[src/rtl/vend_controller_if.sv]
// Bus between the vending controller and its surroundings: coin, button and
// price-block inputs plus the credit/dispense/refund/status outputs.
interface vend_controller_if;
   logic [3:0] sel;
   logic [9:0] p;
   logic       coin_valid;
   logic [1:0] coin_value;
   logic       purchase;
   logic       cancel;

   logic [9:0] credit;
   logic [3:0] dispense;
   logic [9:0] change;
   logic       change_valid;
   logic       coin_reject;
   logic       insufficient;
   logic       busy;

   modport slave (
      input  sel, p, coin_valid, coin_value, purchase, cancel,
      output credit, dispense, change, change_valid, coin_reject, insufficient, busy
   );

   modport master (
      output sel, p, coin_valid, coin_value, purchase, cancel,
      input  credit, dispense, change, change_valid, coin_reject, insufficient, busy
   );
endinterface

[src/rtl/vend_controller.sv]
// Coin-operated vending controller: credit accumulation, purchase, refund.
// Optional inactivity refund is built in when COIN_TIMEOUT_EN is defined.
module vend_controller #(
   parameter int MAX_CREDIT     = 995,
   parameter int TIMEOUT_CYCLES = 1000
) (
   input logic               clk,
   input logic               reset,
   vend_controller_if.slave  bus
);

   typedef enum logic [1:0] {IDLE, COLLECT, DISPENSE, CHANGE} state_e;

   state_e     state_q;
   logic [9:0] credit_q;
   logic [9:0] price_q;
   logic [3:0] dispense_q;
   logic [9:0] change_q;
   logic       change_valid_q;
   logic       coin_reject_q;
   logic       insufficient_q;
   logic       busy_q;

   logic [9:0]  coin_cents;
   logic [10:0] coin_sum;
   logic        coin_fits;
   logic        cancel_hit;
   logic        buy_hit;
   logic        can_afford;

   always_comb begin
      coin_cents = 10'd100;
      case (bus.coin_value)
         2'd0:    coin_cents = 10'd5;
         2'd1:    coin_cents = 10'd10;
         2'd2:    coin_cents = 10'd25;
         default: coin_cents = 10'd100;
      endcase
   end

   // One extra bit so an over-limit coin can never wrap back into range.
   assign coin_sum   = {1'b0, credit_q} + {1'b0, coin_cents};
   assign coin_fits  = coin_sum <= 11'(MAX_CREDIT);
   assign cancel_hit = bus.cancel && (state_q == COLLECT);
   assign buy_hit    = bus.purchase && (bus.p != 10'd0) &&
                       ((state_q == IDLE) || (state_q == COLLECT));
   assign can_afford = credit_q >= bus.p;

`ifdef COIN_TIMEOUT_EN
   localparam int CNT_W = $clog2(TIMEOUT_CYCLES + 1);
   logic [CNT_W-1:0] idle_cnt_q;
   logic             collect_event;
   assign collect_event = cancel_hit || buy_hit || (bus.coin_valid && coin_fits);
`else
   logic unused_timeout;
   assign unused_timeout = |TIMEOUT_CYCLES;
`endif

   // NOTE: non-blocking assignments only, so every branch sees pre-edge values.
   always_ff @(posedge clk) begin
      if (reset) begin
         state_q        <= IDLE;
         credit_q       <= '0;
         price_q        <= '0;
         dispense_q     <= '0;
         change_q       <= '0;
         change_valid_q <= 1'b0;
         coin_reject_q  <= 1'b0;
         insufficient_q <= 1'b0;
         busy_q         <= 1'b0;
`ifdef COIN_TIMEOUT_EN
         idle_cnt_q     <= '0;
`endif
      end else begin
         dispense_q     <= '0;
         change_q       <= '0;
         change_valid_q <= 1'b0;
         coin_reject_q  <= 1'b0;
         insufficient_q <= 1'b0;

         unique case (state_q)
            IDLE, COLLECT: begin
               busy_q <= 1'b0;
               if (cancel_hit) begin
                  state_q        <= CHANGE;
                  busy_q         <= 1'b1;
                  price_q        <= '0;
                  change_valid_q <= 1'b1;
                  change_q       <= credit_q;
                  coin_reject_q  <= bus.coin_valid;
               end else if (buy_hit) begin
                  coin_reject_q <= bus.coin_valid;
                  if (can_afford) begin
                     state_q    <= DISPENSE;
                     busy_q     <= 1'b1;
                     price_q    <= bus.p;
                     dispense_q <= bus.sel;
                  end else begin
                     insufficient_q <= 1'b1;
                  end
               end else if (bus.coin_valid) begin
                  if (coin_fits) begin
                     credit_q <= coin_sum[9:0];
                     state_q  <= COLLECT;
                  end else begin
                     coin_reject_q <= 1'b1;
                  end
               end
            end
            DISPENSE: begin
               state_q        <= CHANGE;
               change_valid_q <= 1'b1;
               change_q       <= credit_q - price_q;
               coin_reject_q  <= bus.coin_valid;
            end
            CHANGE: begin
               state_q       <= IDLE;
               credit_q      <= '0;
               busy_q        <= 1'b0;
               coin_reject_q <= bus.coin_valid;
            end
         endcase

`ifdef COIN_TIMEOUT_EN
         // A quiet COLLECT cycle advances the counter; expiry refunds like a cancel.
         if ((state_q == COLLECT) && !collect_event) begin
            if (idle_cnt_q == CNT_W'(TIMEOUT_CYCLES - 1)) begin
               state_q        <= CHANGE;
               busy_q         <= 1'b1;
               price_q        <= '0;
               change_valid_q <= 1'b1;
               change_q       <= credit_q;
               idle_cnt_q     <= '0;
            end else begin
               idle_cnt_q <= idle_cnt_q + 1'b1;
            end
         end else begin
            idle_cnt_q <= '0;
         end
`endif
      end
   end

   assign bus.credit       = credit_q;
   assign bus.dispense     = dispense_q;
   assign bus.change       = change_q;
   assign bus.change_valid = change_valid_q;
   assign bus.coin_reject  = coin_reject_q;
   assign bus.insufficient = insufficient_q;
   assign bus.busy         = busy_q;

endmodule
[src/flat_wrapper.sv]
// flat-port wrapper written by rule: the top's interface ports become plain ports
module vend_controller_flat 
#(
   parameter int MAX_CREDIT     = 995,
   parameter int TIMEOUT_CYCLES = 1000
)
  (clk, reset, bus_sel, bus_p, bus_coin_valid, bus_coin_value, bus_purchase, bus_cancel, bus_credit, bus_dispense, bus_change, bus_change_valid, bus_coin_reject, bus_insufficient, bus_busy);
  vend_controller_if bus_i ();
  input logic clk;
  input logic reset;
  input wire logic [$bits(bus_i.sel)-1:0] bus_sel;
  input wire logic [$bits(bus_i.p)-1:0] bus_p;
  input wire logic [$bits(bus_i.coin_valid)-1:0] bus_coin_valid;
  input wire logic [$bits(bus_i.coin_value)-1:0] bus_coin_value;
  input wire logic [$bits(bus_i.purchase)-1:0] bus_purchase;
  input wire logic [$bits(bus_i.cancel)-1:0] bus_cancel;
  output wire logic [$bits(bus_i.credit)-1:0] bus_credit;
  output wire logic [$bits(bus_i.dispense)-1:0] bus_dispense;
  output wire logic [$bits(bus_i.change)-1:0] bus_change;
  output wire logic [$bits(bus_i.change_valid)-1:0] bus_change_valid;
  output wire logic [$bits(bus_i.coin_reject)-1:0] bus_coin_reject;
  output wire logic [$bits(bus_i.insufficient)-1:0] bus_insufficient;
  output wire logic [$bits(bus_i.busy)-1:0] bus_busy;
  assign bus_i.sel = bus_sel;
  assign bus_i.p = bus_p;
  assign bus_i.coin_valid = bus_coin_valid;
  assign bus_i.coin_value = bus_coin_value;
  assign bus_i.purchase = bus_purchase;
  assign bus_i.cancel = bus_cancel;
  assign bus_credit = bus_i.credit;
  assign bus_dispense = bus_i.dispense;
  assign bus_change = bus_i.change;
  assign bus_change_valid = bus_i.change_valid;
  assign bus_coin_reject = bus_i.coin_reject;
  assign bus_insufficient = bus_i.insufficient;
  assign bus_busy = bus_i.busy;
  vend_controller #(.MAX_CREDIT(MAX_CREDIT), .TIMEOUT_CYCLES(TIMEOUT_CYCLES)) u_core (.clk(clk), .reset(reset), .bus(bus_i));
endmodule
[config.mk]
export PLATFORM = sky130hd
export DESIGN_NAME = vend_controller_flat
export DESIGN_NICKNAME = d
export VERILOG_FILES = /design/src/rtl/vend_controller_if.sv /design/src/rtl/vend_controller.sv /design/src/flat_wrapper.sv
export SDC_FILE = /design/constraint.sdc
export NUM_CORES = 1
export LEC_CHECK = 0
export CAP_MARGIN = 25
export CORE_MARGIN = 1.5
export CORE_UTILIZATION = 45
export CTS_BUF_LIST = sky130_fd_sc_hd__clkbuf_8 sky130_fd_sc_hd__clkbuf_16
export DETAILED_ROUTE_END_ITERATION = 8
export HOLD_SLACK_MARGIN = 0.02
export PLACE_DENSITY_LB_ADDON = 0.25
export SYNTH_ARGS = -nofsm -noshare
export SYNTH_HDL_FRONTEND = slang
export SYNTH_SLANG_ARGS = --single-unit
[constraint.sdc]
create_clock -name clk -period 2.8 [get_ports clk]
set_clock_uncertainty 0.1 [all_clocks]
set_input_delay 0.28 -clock clk [delete_from_list [all_inputs] [get_ports clk]]
set_output_delay 0.28 -clock clk [all_outputs]
set_load 0.01 [all_outputs]
Word level (Yosys, flattened, before mapping). Cells that the tools add are included.

Add/sub/neg operators: 2. Multiply operators: 0. Div/mod/pow operators: 0. $lt $le $gt $ge: 2. Equal/unequal tests: 12. Shifts and indexed selects: 0. Muxes and demuxes: 29. Bitwise gates (word level): 3. Reductions and logical operators: 17.

Operator list (count): 10-bit 2-to-1 mux (8); 10-bit case mux with 2 select lines (2); 7-bit case mux with 3 select lines (1); 10-bit by 7-bit adder with 11-bit output (1); 11-bit by 10-bit less-or-equal comparator with 1-bit output, second input constant (1); 10-bit >= comparator (1); 2-bit 2-to-1 mux (5); 10-bit nonzero test (1); 10-bit subtractor (1); 1-bit 2-to-1 mux (9); 2-bit equality test, second input constant (3); 2-bit inequality test, second input constant (3); 1-bit case mux with 2 select lines (3); 2-bit case mux with 3 select lines (1); 3-bit AND reduction (2); 2-bit nonzero test (3); 5-bit AND reduction (1); 5-bit OR reduction (1); 2-bit by 1-bit equality test with 1-bit output, second input constant (2); 2-bit zero test (2); 4-bit by 1-bit inequality test with 1-bit output, second input constant (1); 4-bit by 2-bit inequality test with 1-bit output, second input constant (1); 4-bit by 3-bit inequality test with 1-bit output, second input constant (1); 2-bit OR reduction (2); 5 further kinds (9).

Flip-flop bits (word level): 40. Latch bits: 0. RAM bits: 0. ROM bits: 0. Bits of input ports: 21. Output and inout bits: 28. Word-level logic and storage cells: 74. Memories kept: 0.

Longest topological paths before layout. Gate-level depths: netlist of the first run.

Depth after elaboration: 9. Gate-level depth with buffers: 14.

Worst setup path before layout of the first run. OpenSTA, ideal clock, no wires.

Kind: register to register. From: register u_core.credit_q[1], in the netlist u_core.bus.credit[1]. To: register u_core.credit_q[8], in the netlist u_core.bus.credit[8]. Library setup time: 0.116 ns. Arrival time: 2.446 ns. Path slack: 0.138 ns. Cell stages (with the launch flop): 13. Path buffers: 2. Clock period less this slack: 2.662 ns. Cell sequence: dfxtp_1 -> inv_1 -> fa_1 -> nand2b_1 -> a21oi_1 -> o21ai_0 -> a311oi_1 -> nand4_1 -> nor2b_1 -> buf_6 -> buf_8 -> o21ai_2 -> o21ai_2.

Longest elaborated chain between the ends: 6. Elaborated cells between the ends (all ways): 9. Classes of those cells: 1 x add/sub; 1 x order compare; 1 x eq/ne; 5 x mux; 1 x reduce/logical.

Ends and longest elaborated chain: from (decl) (RTL line vend_controller.sv:15) `logic [9:0] credit_q;`; from (signal assigned) (RTL line vend_controller.sv:103) `credit_q <= coin_sum[9:0];`; 10-bit by 7-bit adder with 11-bit output (*) (RTL line vend_controller.sv:42) `assign coin_sum = {1'b0, credit_q} + {1'b0, coin_cents};`; branches (longest 5 deep; another with 11-bit by 10-bit less-or-equal comparator with 1-bit output).

Mark *: on every way between the ends. The select of a mux whose other input is x is not followed. A chain may end at the register's enable or synchronous reset.

Worst setup path in the final report of the first run.
From: input port bus_coin_value[1]. To: register u_core.credit_q[0], in the netlist u_core.bus.credit[0].

Longest elaborated chain between the ends: 8. Elaborated cells between the ends (all ways): 13. Classes of those cells: 1 x add/sub; 1 x order compare; 3 x eq/ne; 6 x mux; 2 x reduce/logical.

Ends and longest elaborated chain: from (decl) (RTL line flat_wrapper.sv:14) `input wire logic [$bits(bus_i.coin_value)-1:0] bus_coin_value;`; 2-bit equality test, or another cell as far along (RTL line vend_controller.sv:33) `case (bus.coin_value)`; 7-bit case mux with 3 select lines (*) (RTL line vend_controller.sv:33); 10-bit by 7-bit adder with 11-bit output (*) (RTL line vend_controller.sv:42); branches (longest 5 deep; another with 11-bit by 10-bit less-or-equal comparator with 1-bit output).

Marked as above.

==> summary.md, run 1 <==
| Metric | Value |
|---|---|
| Overall die height | `80.0 µm` |
| Setup TNS | `0 ns` |
| Crit path required time | `2.87 ns` |
| Hold WC Path Type | `reg -> reg` |
| Fill cells | `498` |
| Root Buffer | `clkbuf_8` |
| Reg2Reg Capture Point | `u_core.bus.change[8]$_SDFF_PP0_` |
| Tightest Pin Transition | `0.730 ns` |
| Initial DRC Count | `107` |
| H-Tree Level Count | `2` |
| Net switching power | `0.000440 W` |
| Synth Register Bits | `40` |
| Post-Route M1 WL | `3320 µm` |
| Final setup fails | `0` |
| EDFF count, synth | `0` |
| Worst VDD drop | `0.000276 V` |
| PwrDens | `389 nW/µm²` |
| Critical path origin | `bus_coin_value[1]` |
| CTS tree | `done` |
| Crit share post-route | `0.956` |
| Register share of total power | `0.419` |
| Final std cells w/o fill | `470` |
| TritonCTS sink count | `40` |
| Worst endpoint data arrival time | `2.75 ns` |
| Initial Util | `0.475` |
| Status | `finished, final reports clean` |
| Post-Synthesis Cells | `310` |
| Slew HR | `0.513` |
| Max Cap Viol | `0` |
| Yosys warns | `0` |
| Crit. End Element | `flop` |
| Max clock buf depth | `2` |
| Hold Fails Final Rpt | `0` |
| Worst Path Max Fanout | `5` |
| Chip Width | `80.0 µm` |
| DR top layer | `met4` |
| DRT Wirelength | `6900 µm` |
| Setup slack, reg-to-reg | `0.18 ns` |
| Placed Instances | `460` |
| Total number of vias | `2,476` |
| Post-Synthesis Mean Instance Area | `8.60 µm²` |
| Vias in the first global route | `2,386` |
| Final nets | `449` |
| # diodes | `0` |
| Routed Antenna Nets | `0` |
| Antenna violations before repair | `0` |
| Share of cells above drive strength 1 | `0.211` |
| Sw Ratio | `0.306` |
| Wire length on met2 | `3220 µm` |
| Clock-pin slew on the worst setup and hold paths | `0.08 ns` |
| Cts hold-fix bufs | `0` |
| Synth cell types | `53` |
| All-Layer GR Usage | `0.229` |
| Final Max Tran Viols | `0` |
| Die Area | `6400 µm²` |
| Post-Syn Area | `2670 µm²` |
| I/O pins | `49` |
| Reg2reg path depth | `13` |
| Residual DRC | `0` |
| WS Path Type | `in -> reg` |
| Final HPWL DP | `5190 µm` |
| First-pass GRT wire length | `11,300 µm` |
| Comb pwr share | `0.298` |
| Met3 WL post-DR | `296 µm` |
| Most frequent cells in the layout | `clkdlybuf4s50_1 (46), buf_4 (40), dfxtp_1 (40)` |
| CTS Buf Count | `5` |
| Tmin final | `2.68 ns` |
| Post-synth ARST share | `0` |
| Critical Path Source Type | `primary input` |
| # port buffers | `48` |
| Grt ovf | `0` |
| GP Congestion | `0.812` |
| Sequential area share after synthesis | `0.300` |
| Unrepaired setup endpoints after global routing | `no` |
| Post-DR wirelength/cell | `14.7 µm` |
| Reg2reg start | `u_core.bus.credit[0]$_SDFFE_PP0P_` |
| Crit path capture | `u_core.bus.credit[0]$_SDFFE_PP0P_` |
| Net Count, Synth | `362` |
| Lkg Pwr | `1.55 nW` |
| Row cnt | `27` |
| Predominant post-synthesis flop cell | `dfxtp_1` |
| Fmax achieved | `0.374 GHz` |
| Largest net degree at the start of global routing | `14` |
| Internal | `0.00100 W` |
| Later-pin clock latency in the skew report | `0.29 ns` |
| Most common cell after layout, fill and taps aside | `clkdlybuf4s50_1` |
| 1st-pass router iterations | `4` |
| Area grow syn2layout | `38.8%` |
| Clock Power Share | `0.283` |
| Core Region | `5610 µm²` |
| Vias per std cell | `5.27` |
-- cell usage after synthesis, types with 2 or more instances --
cell type  count  area (µm²)
a22oi_1        8        60.1
o21ai_2       10        87.6
nor2_1        38         143
xor2_1         3        26.3
o21ai_1        5        25.0
inv_1         32         120
nand2b_1       6        37.5
dfxtp_1       40         801
nand4_1        6        37.5
a21oi_1       15        75.1
and3_1         3        18.8
nor3_1         3        15.0
clkbuf_1       6        22.5
a211oi_2       2        25.0
and2_1         7        43.8
mux2i_1       13         130
ha_1          29         363
o41ai_2        2        32.5
or3_1          2        12.5
nand3_1        3        15.0
buf_6          2        22.5
nor2b_1        5        31.3
inv_2          2        7.51
o211ai_1       3        22.5
nand2_1       19        71.3
fa_1           2        40.0
a311oi_1       2        17.5
xnor2_1        5        43.8
o21ai_0        9        45.0
a21o_1         5        37.5
-- final cells by class --
type                       instances  area (µm²)  share of cell area
clock inverter                     2        11.3             0.00304
inverter                          35         131              0.0355
sequential                        40         801               0.216
timing repair buffer              91         816               0.220
multi-input combinational        224        1770               0.478
tap                               72        90.1              0.0243
clock buffer                       6        82.6              0.0223
-- metal layers --
layer,up-vias,global-route usage
met5,-,0
met2,58,0.388
met4,0,0.0672
li1,1260,-
met1,1152,0.296
met3,6,0.0377
-- worst min path at each step --
| stage | startpoint | endpoint | slack [ns] | cells past startpoint |
|---|---|---|---|---|
| floorplan | bus_sel[0] | u_core.bus.dispense[0]$_SDFF_PP0_ | 0.30 | 1 |
| finish | u_core.price_q[5]$_SDFFE_PP0P_ | u_core.price_q[5]$_SDFFE_PP0P_ | 0.40 | 2 |
| CTS | u_core.price_q[1]$_SDFFE_PP0P_ | u_core.price_q[1]$_SDFFE_PP0P_ | 0.41 | 2 |
| global route | u_core.price_q[6]$_SDFFE_PP0P_ | u_core.price_q[6]$_SDFFE_PP0P_ | 0.42 | 2 |
| global placement | u_core.price_q[1]$_SDFFE_PP0P_ | u_core.price_q[1]$_SDFFE_PP0P_ | 0.37 | 2 |
| detailed placement | u_core.price_q[1]$_SDFFE_PP0P_ | u_core.price_q[1]$_SDFFE_PP0P_ | 0.39 | 2 |
-- kinds of logic after synthesis --
logic type      after synthesis  synth area share
buf+inv                      46            0.0760
flops                        40             0.300
simple gates                 96             0.173
xor+xnor                      8            0.0263
compound gates               75             0.221
fa+ha+maj                    31             0.151
mux                          14            0.0530
-- registers in the layout, summed over array words and instances, names as in the netlist --
register	count
u_core.bus.busy	1
u_core.bus.change	10
u_core.bus.change_valid	1
u_core.bus.coin_reject	1
u_core.bus.credit	10
u_core.bus.dispense	4
u_core.bus.insufficient	1
u_core.price_q	10
u_core.state_q	2
-- power by group through the flow --
stage	logic (W)	registers, W	clock network [W]
after floorplan	0.000233	0.000618	0
after global placement	0.000385	0.000615	0
after detailed placement	0.000392	0.000615	0
after CTS	0.000410	0.000602	0.000419
after global routing	0.000470	0.000605	0.000438
final	0.000429	0.000603	0.000408
-- critical path: stages --
cell           delay, ns
dlygate4sd2_1       0.28
ha_1                0.25
ha_1                0.36
o21ai_0             0.33
inv_1               0.09
o31a_1              0.17
o2111ai_2           0.26
nand4_1             0.17
nor2b_4             0.18
buf_6               0.14
mux2i_1             0.18
nor2_1              0.05
-- timing repair --
action                                  in CTS  in global routing
endpoints found under the setup margin      12                 10
cloned                                       1                  0
pin swaps                                    3                  5
buffers inserted                             0                  1
resized for setup                           14                 10
-- metrics by stage --
stage | worst slack (ns) | total power, W | utilization | cell area, µm² | hold slack, ns
2_1_floorplan | 0.138 | 0.000851 | - | 2670 | 0.302
3_3_place_gp | -0.450 | 0.00100 | 0.622 | 3490 | 0.374
3_5_place_dp | -0.565 | 0.00101 | 0.622 | 3490 | 0.387
4_1_cts | 0.102 | 0.00143 | 0.651 | 3650 | 0.407
5_1_grt | 0.00711 | 0.00151 | 0.660 | 3700 | 0.417
6_report | 0.124 | 0.00144 | 0.660 | 3700 | 0.401
Power figures use the tool's default switching activity.
==> inputs of run 2 (changes only) <==
--- a/config.mk
+++ b/config.mk
@@ -5,8 +5,8 @@
 export SDC_FILE = /design/constraint.sdc
 export NUM_CORES = 1
 export LEC_CHECK = 0
+export ABC_AREA = 1
 export CAP_MARGIN = 25
-export CORE_MARGIN = 1.5
 export CORE_UTILIZATION = 45
 export CTS_BUF_LIST = sky130_fd_sc_hd__clkbuf_8 sky130_fd_sc_hd__clkbuf_16
 export DETAILED_ROUTE_END_ITERATION = 8
==> summary.md, run 2 <==
| Metric | Value |
|---|---|
| Hold Fails Final Rpt | `0 (unchanged)` |
| Synth cell types | `43 (was 53)` |
| Net switching power | `0.000651 W (was 0.000440 W)` |
| All-Layer GR Usage | `0.231 (was 0.229)` |
| I/O pins | `49 (unchanged)` |
| Die Area | `6510 µm² (was 6400 µm²)` |
| Reg2reg path depth | `18 (was 13)` |
| Status | `finished, final reports clean (unchanged)` |
| Unrepaired setup endpoints after global routing | `no (unchanged)` |
| Final std cells w/o fill | `542 (was 470)` |
| Multi-input gate area | `1720 µm² (was 1770 µm²)` |
| Synth Register Bits | `40 (unchanged)` |
| Hold worst-path end | `u_core.price_q[2]$_SDFFE_PP0P_ (was u_core.price_q[5]$_SDFFE_PP0P_)` |
| Post-synth ARST share | `0 (unchanged)` |
| Critical Path Source Type | `primary input (unchanged)` |
| Post-Synthesis Cells | `388 (was 310)` |
| Most common cell after layout, fill and taps aside | `nand2_1 (was clkdlybuf4s50_1)` |
| Yosys warns | `0 (unchanged)` |
| Hold WC Path Type | `reg -> reg (unchanged)` |
| Cts hold-fix bufs | `0 (unchanged)` |
| Largest net degree at the start of global routing | `13 (was 14)` |
| Resize count post-CTS | `0 (was 14)` |
| Post-Synthesis Mean Instance Area | `7.18 µm² (was 8.60 µm²)` |
| CP max-delay cell | `clkdlybuf4s50_1 (was ha_1)` |
| Predominant post-synthesis flop cell | `dfxtp_1 (unchanged)` |
| Residual DRC | `0 (unchanged)` |
| Min-delay src | `u_core.price_q[2]$_SDFFE_PP0P_ (was u_core.price_q[5]$_SDFFE_PP0P_)` |
| Root Buffer | `clkbuf_8 (unchanged)` |
| Worst endpoint data arrival time | `2.69 ns (was 2.75 ns)` |
| Overall die height | `80.7 µm (was 80.0 µm)` |
| Register share of total power | `0.339 (was 0.419)` |
| Core Region | `5960 µm² (was 5610 µm²)` |
| Post-CTS Setup Inserts | `0 (unchanged)` |
| Most frequent cells in the layout | `nand2_1 (94), inv_1 (66), clkdlybuf4s50_1 (47) (was clkdlybuf4s50_1 (46), buf_4 (40), dfxtp_1 (40))` |
| Reg2Reg Capture Point | `u_core.bus.credit[3]$_SDFFE_PP0P_ (was u_core.bus.change[8]$_SDFF_PP0_)` |
| CTS tree | `done (unchanged)` |
| Fin Hold WS | `0.383 ns (was 0.401 ns)` |
| Final Max Tran Viols | `0 (unchanged)` |
| Crit path required time | `2.93 ns (was 2.87 ns)` |
| # port buffers | `48 (unchanged)` |
| Routed Antenna Nets | `0 (unchanged)` |
| Chip Width | `80.7 µm (was 80.0 µm)` |
| H-Tree Level Count | `2 (unchanged)` |
| Net Count, Synth | `440 (was 362)` |
| DRT Wirelength | `7100 µm (was 6900 µm)` |
| Final setup fails | `0 (unchanged)` |
| Slew HR | `0.562 (was 0.513)` |
| Reg2reg start | `u_core.bus.credit[0]$_SDFFE_PP0P_ (unchanged)` |
| Post-Syn Area | `2780 µm² (was 2670 µm²)` |
| Final nets | `518 (was 449)` |
| TritonCTS sink count | `40 (unchanged)` |
| Tmin final | `2.57 ns (was 2.68 ns)` |
| Worst Hold Path Cells | `2 (unchanged)` |
| PwrDens | `521 nW/µm² (was 389 nW/µm²)` |
| WS Path Type | `in -> reg (unchanged)` |
| CTS Buf Count | `5 (unchanged)` |
| Antenna violations before repair | `0 (unchanged)` |
| Leading area contributor after synthesis | `dfxtp_1 (unchanged)` |
| Sequential area share after synthesis | `0.288 (was 0.300)` |
| Setup slack, reg-to-reg | `0.40 ns (was 0.18 ns)` |
| Synth cell count leaders | `nand2_1 (95), inv_1 (67), dfxtp_1 (40) (was dfxtp_1 (40), nor2_1 (38), inv_1 (32))` |
| Fmax achieved | `0.390 GHz (was 0.374 GHz)` |
| Later-pin clock latency in the skew report | `0.29 ns (about the same)` |
| Grt ovf | `0 (unchanged)` |
| Most common cell in the netlist | `nand2_1 (was dfxtp_1)` |
| Max clock buf depth | `2 (unchanged)` |
| 1st-pass router iterations | `4 (unchanged)` |
| Clock-pin slew on the worst setup and hold paths | `0.07 ns (was 0.08 ns)` |
| Most used cell, CP | `nand2_1 (was ha_1)` |
| CP Cell Sequence | `clkdlybuf4s50_1, inv_2, ha_4, inv_1, ha_4, nand2_1, inv_1, nand3_1, nand2_2, nand2_1, nand2_1, nand2_1, nor2_2, nand3_2, nand2_2, nand2_4, nand2_8, buf_12, nand3_2, o21ai_2 (was dlygate4sd2_1, ha_1, ha_1, o21ai_0, inv_1, o31a_1, o2111ai_2, nand4_1, nor2b_4, buf_6, mux2i_1, nor2_1)` |
| Max Cap Viol | `0 (unchanged)` |
| Clock Power Share | `0.267 (was 0.283)` |
| Crit share post-route | `0.916 (was 0.956)` |
| Area grow syn2layout | `33.3% (was 38.8%)` |
| Placed Instances | `534 (was 460)` |
| Post-DR wirelength/cell | `13.1 µm (was 14.7 µm)` |
| Final HPWL DP | `5680 µm (was 5190 µm)` |
| Comb pwr share | `0.394 (was 0.298)` |
| Max incr delay on CP | `0.52 ns (was 0.36 ns)` |
| Fill cells | `530 (was 498)` |
| Tightest Pin Transition | `0.654 ns (was 0.730 ns)` |
| # diodes | `0 (unchanged)` |
| Lkg Pwr | `1.74 nW (was 1.55 nW)` |
| Total number of vias | `2,747 (was 2,476)` |
| Post-synth top area share | `0.288 (was 0.300)` |
| Row cnt | `28 (was 27)` |
| GP Congestion | `0.885 (was 0.812)` |
| Largest cells by area after synthesis | `dfxtp_1 (29%), ha_1 (13%), nand2_1 (13%), inv_1 (9.0%), nor2_1 (4.4%) (was dfxtp_1 (30%), ha_1 (14%), nor2_1 (5.3%), mux2i_1 (4.9%), inv_1 (4.5%))` |
| Share of cells above drive strength 1 | `0.156 (was 0.211)` |
| Internal | `0.00128 W (was 0.00100 W)` |
| First-pass GRT wire length | `11,400 µm (was 11,300 µm)` |
| Vias in the first global route | `2,466 (was 2,386)` |
| Register area | `801 µm² (unchanged)` |
| Vias per std cell | `5.07 (was 5.27)` |
| EDFF count, synth | `0 (unchanged)` |
| Sw Ratio | `0.337 (was 0.306)` |
| Crit. End Element | `flop (unchanged)` |
| Initial DRC Count | `122 (was 107)` |
| Initial Util | `0.467 (was 0.475)` |
| Worst Path Max Fanout | `7 (was 5)` |
| Worst VDD drop | `0.000244 V (was 0.000276 V)` |
-- run 2: cell types whose count changed in the layout (fill, tap and decap cells not counted), moves of 7 or more --
cell / delta
a21oi_1: +11
a221oi_1: +8
a22oi_1: -8
and2_1: -7
buf_4: -13
inv_1: +34
mux2i_1: -13
nand2_1: +75
nand3_1: +19
o21ai_1: -7
-- run 2: area by class of cell --
class	instances	share of cell area
sequential	40	0.216
multi-input combinational	274	0.465
inverter	69	0.0698
tap	75	0.0253
clock buffer	7	0.0260
clock inverter	1	0.00809
timing repair buffer	76	0.190
-- run 2: metrics by stage --
stage | total power, W | setup WS (ns) | TNS (ns) | instance area, µm² | util
after floorplan | 0.00113 | 0.463 | 0 | 2780 | -
after global placement | 0.00138 | -0.0130 | -0.0822 | 3530 | 0.593
after detailed placement | 0.00140 | -0.109 | -1.11 | 3530 | 0.593
after CTS | 0.00191 | 0.197 | 0 | 3660 | 0.615
after global routing | 0.00206 | 0.00921 | 0 | 3710 | 0.623
final | 0.00193 | 0.234 | 0 | 3710 | 0.623
-- run 2: cells by family after synthesis --
group,count (synthesis),synth area share
DFF,40,0.288
AOI/OAI and AO/OA,63,0.162
and+or+nand+nor,177,0.286
adders and majority gates,31,0.145
buffers and inverters,74,0.110
xor gates and xnor gates,3,0.00944
-- run 2: worst max-delay path: cells and delay by family --
family,cells,cell delay [ns]
buf+inv,5,0.84
compound gates,1,0.06
simple gates,12,0.96
fa+ha+maj,2,0.56
-- run 2: per-layer routing --
metal,track usage,vias to the layer above,wire length [µm]
met5,0,-,0
met4,0.0571,0,97
met3,0.0409,7,266
met2,0.414,63,3620
met1,0.281,1255,3120
li1,-,1422,-
-- run 2: power groups by stage --
stage | sequential (W) | clock, W | combinational [W]
3_5_place_dp | 0.000665 | 0 | 0.000738
5_1_grt | 0.000661 | 0.000549 | 0.000851
3_3_place_gp | 0.000665 | 0 | 0.000718
4_1_cts | 0.000652 | 0.000522 | 0.000742
6_report | 0.000654 | 0.000516 | 0.000761
2_1_floorplan | 0.000677 | 0 | 0.000456
-- run 2: worst max path at each step --
stage	start	to	cells past startpoint
after global routing	bus_coin_value[0]	u_core.bus.credit[3]$_SDFFE_PP0P_	20
after floorplan	u_core.bus.credit[1]$_SDFFE_PP0P_	u_core.bus.credit[7]$_SDFFE_PP0P_	15
after detailed placement	bus_coin_value[0]	u_core.bus.credit[7]$_SDFFE_PP0P_	18
final	bus_coin_value[0]	u_core.bus.credit[3]$_SDFFE_PP0P_	20
after global placement	bus_coin_value[0]	u_core.bus.credit[1]$_SDFFE_PP0P_	18
after CTS	bus_coin_value[0]	u_core.bus.credit[7]$_SDFFE_PP0P_	18
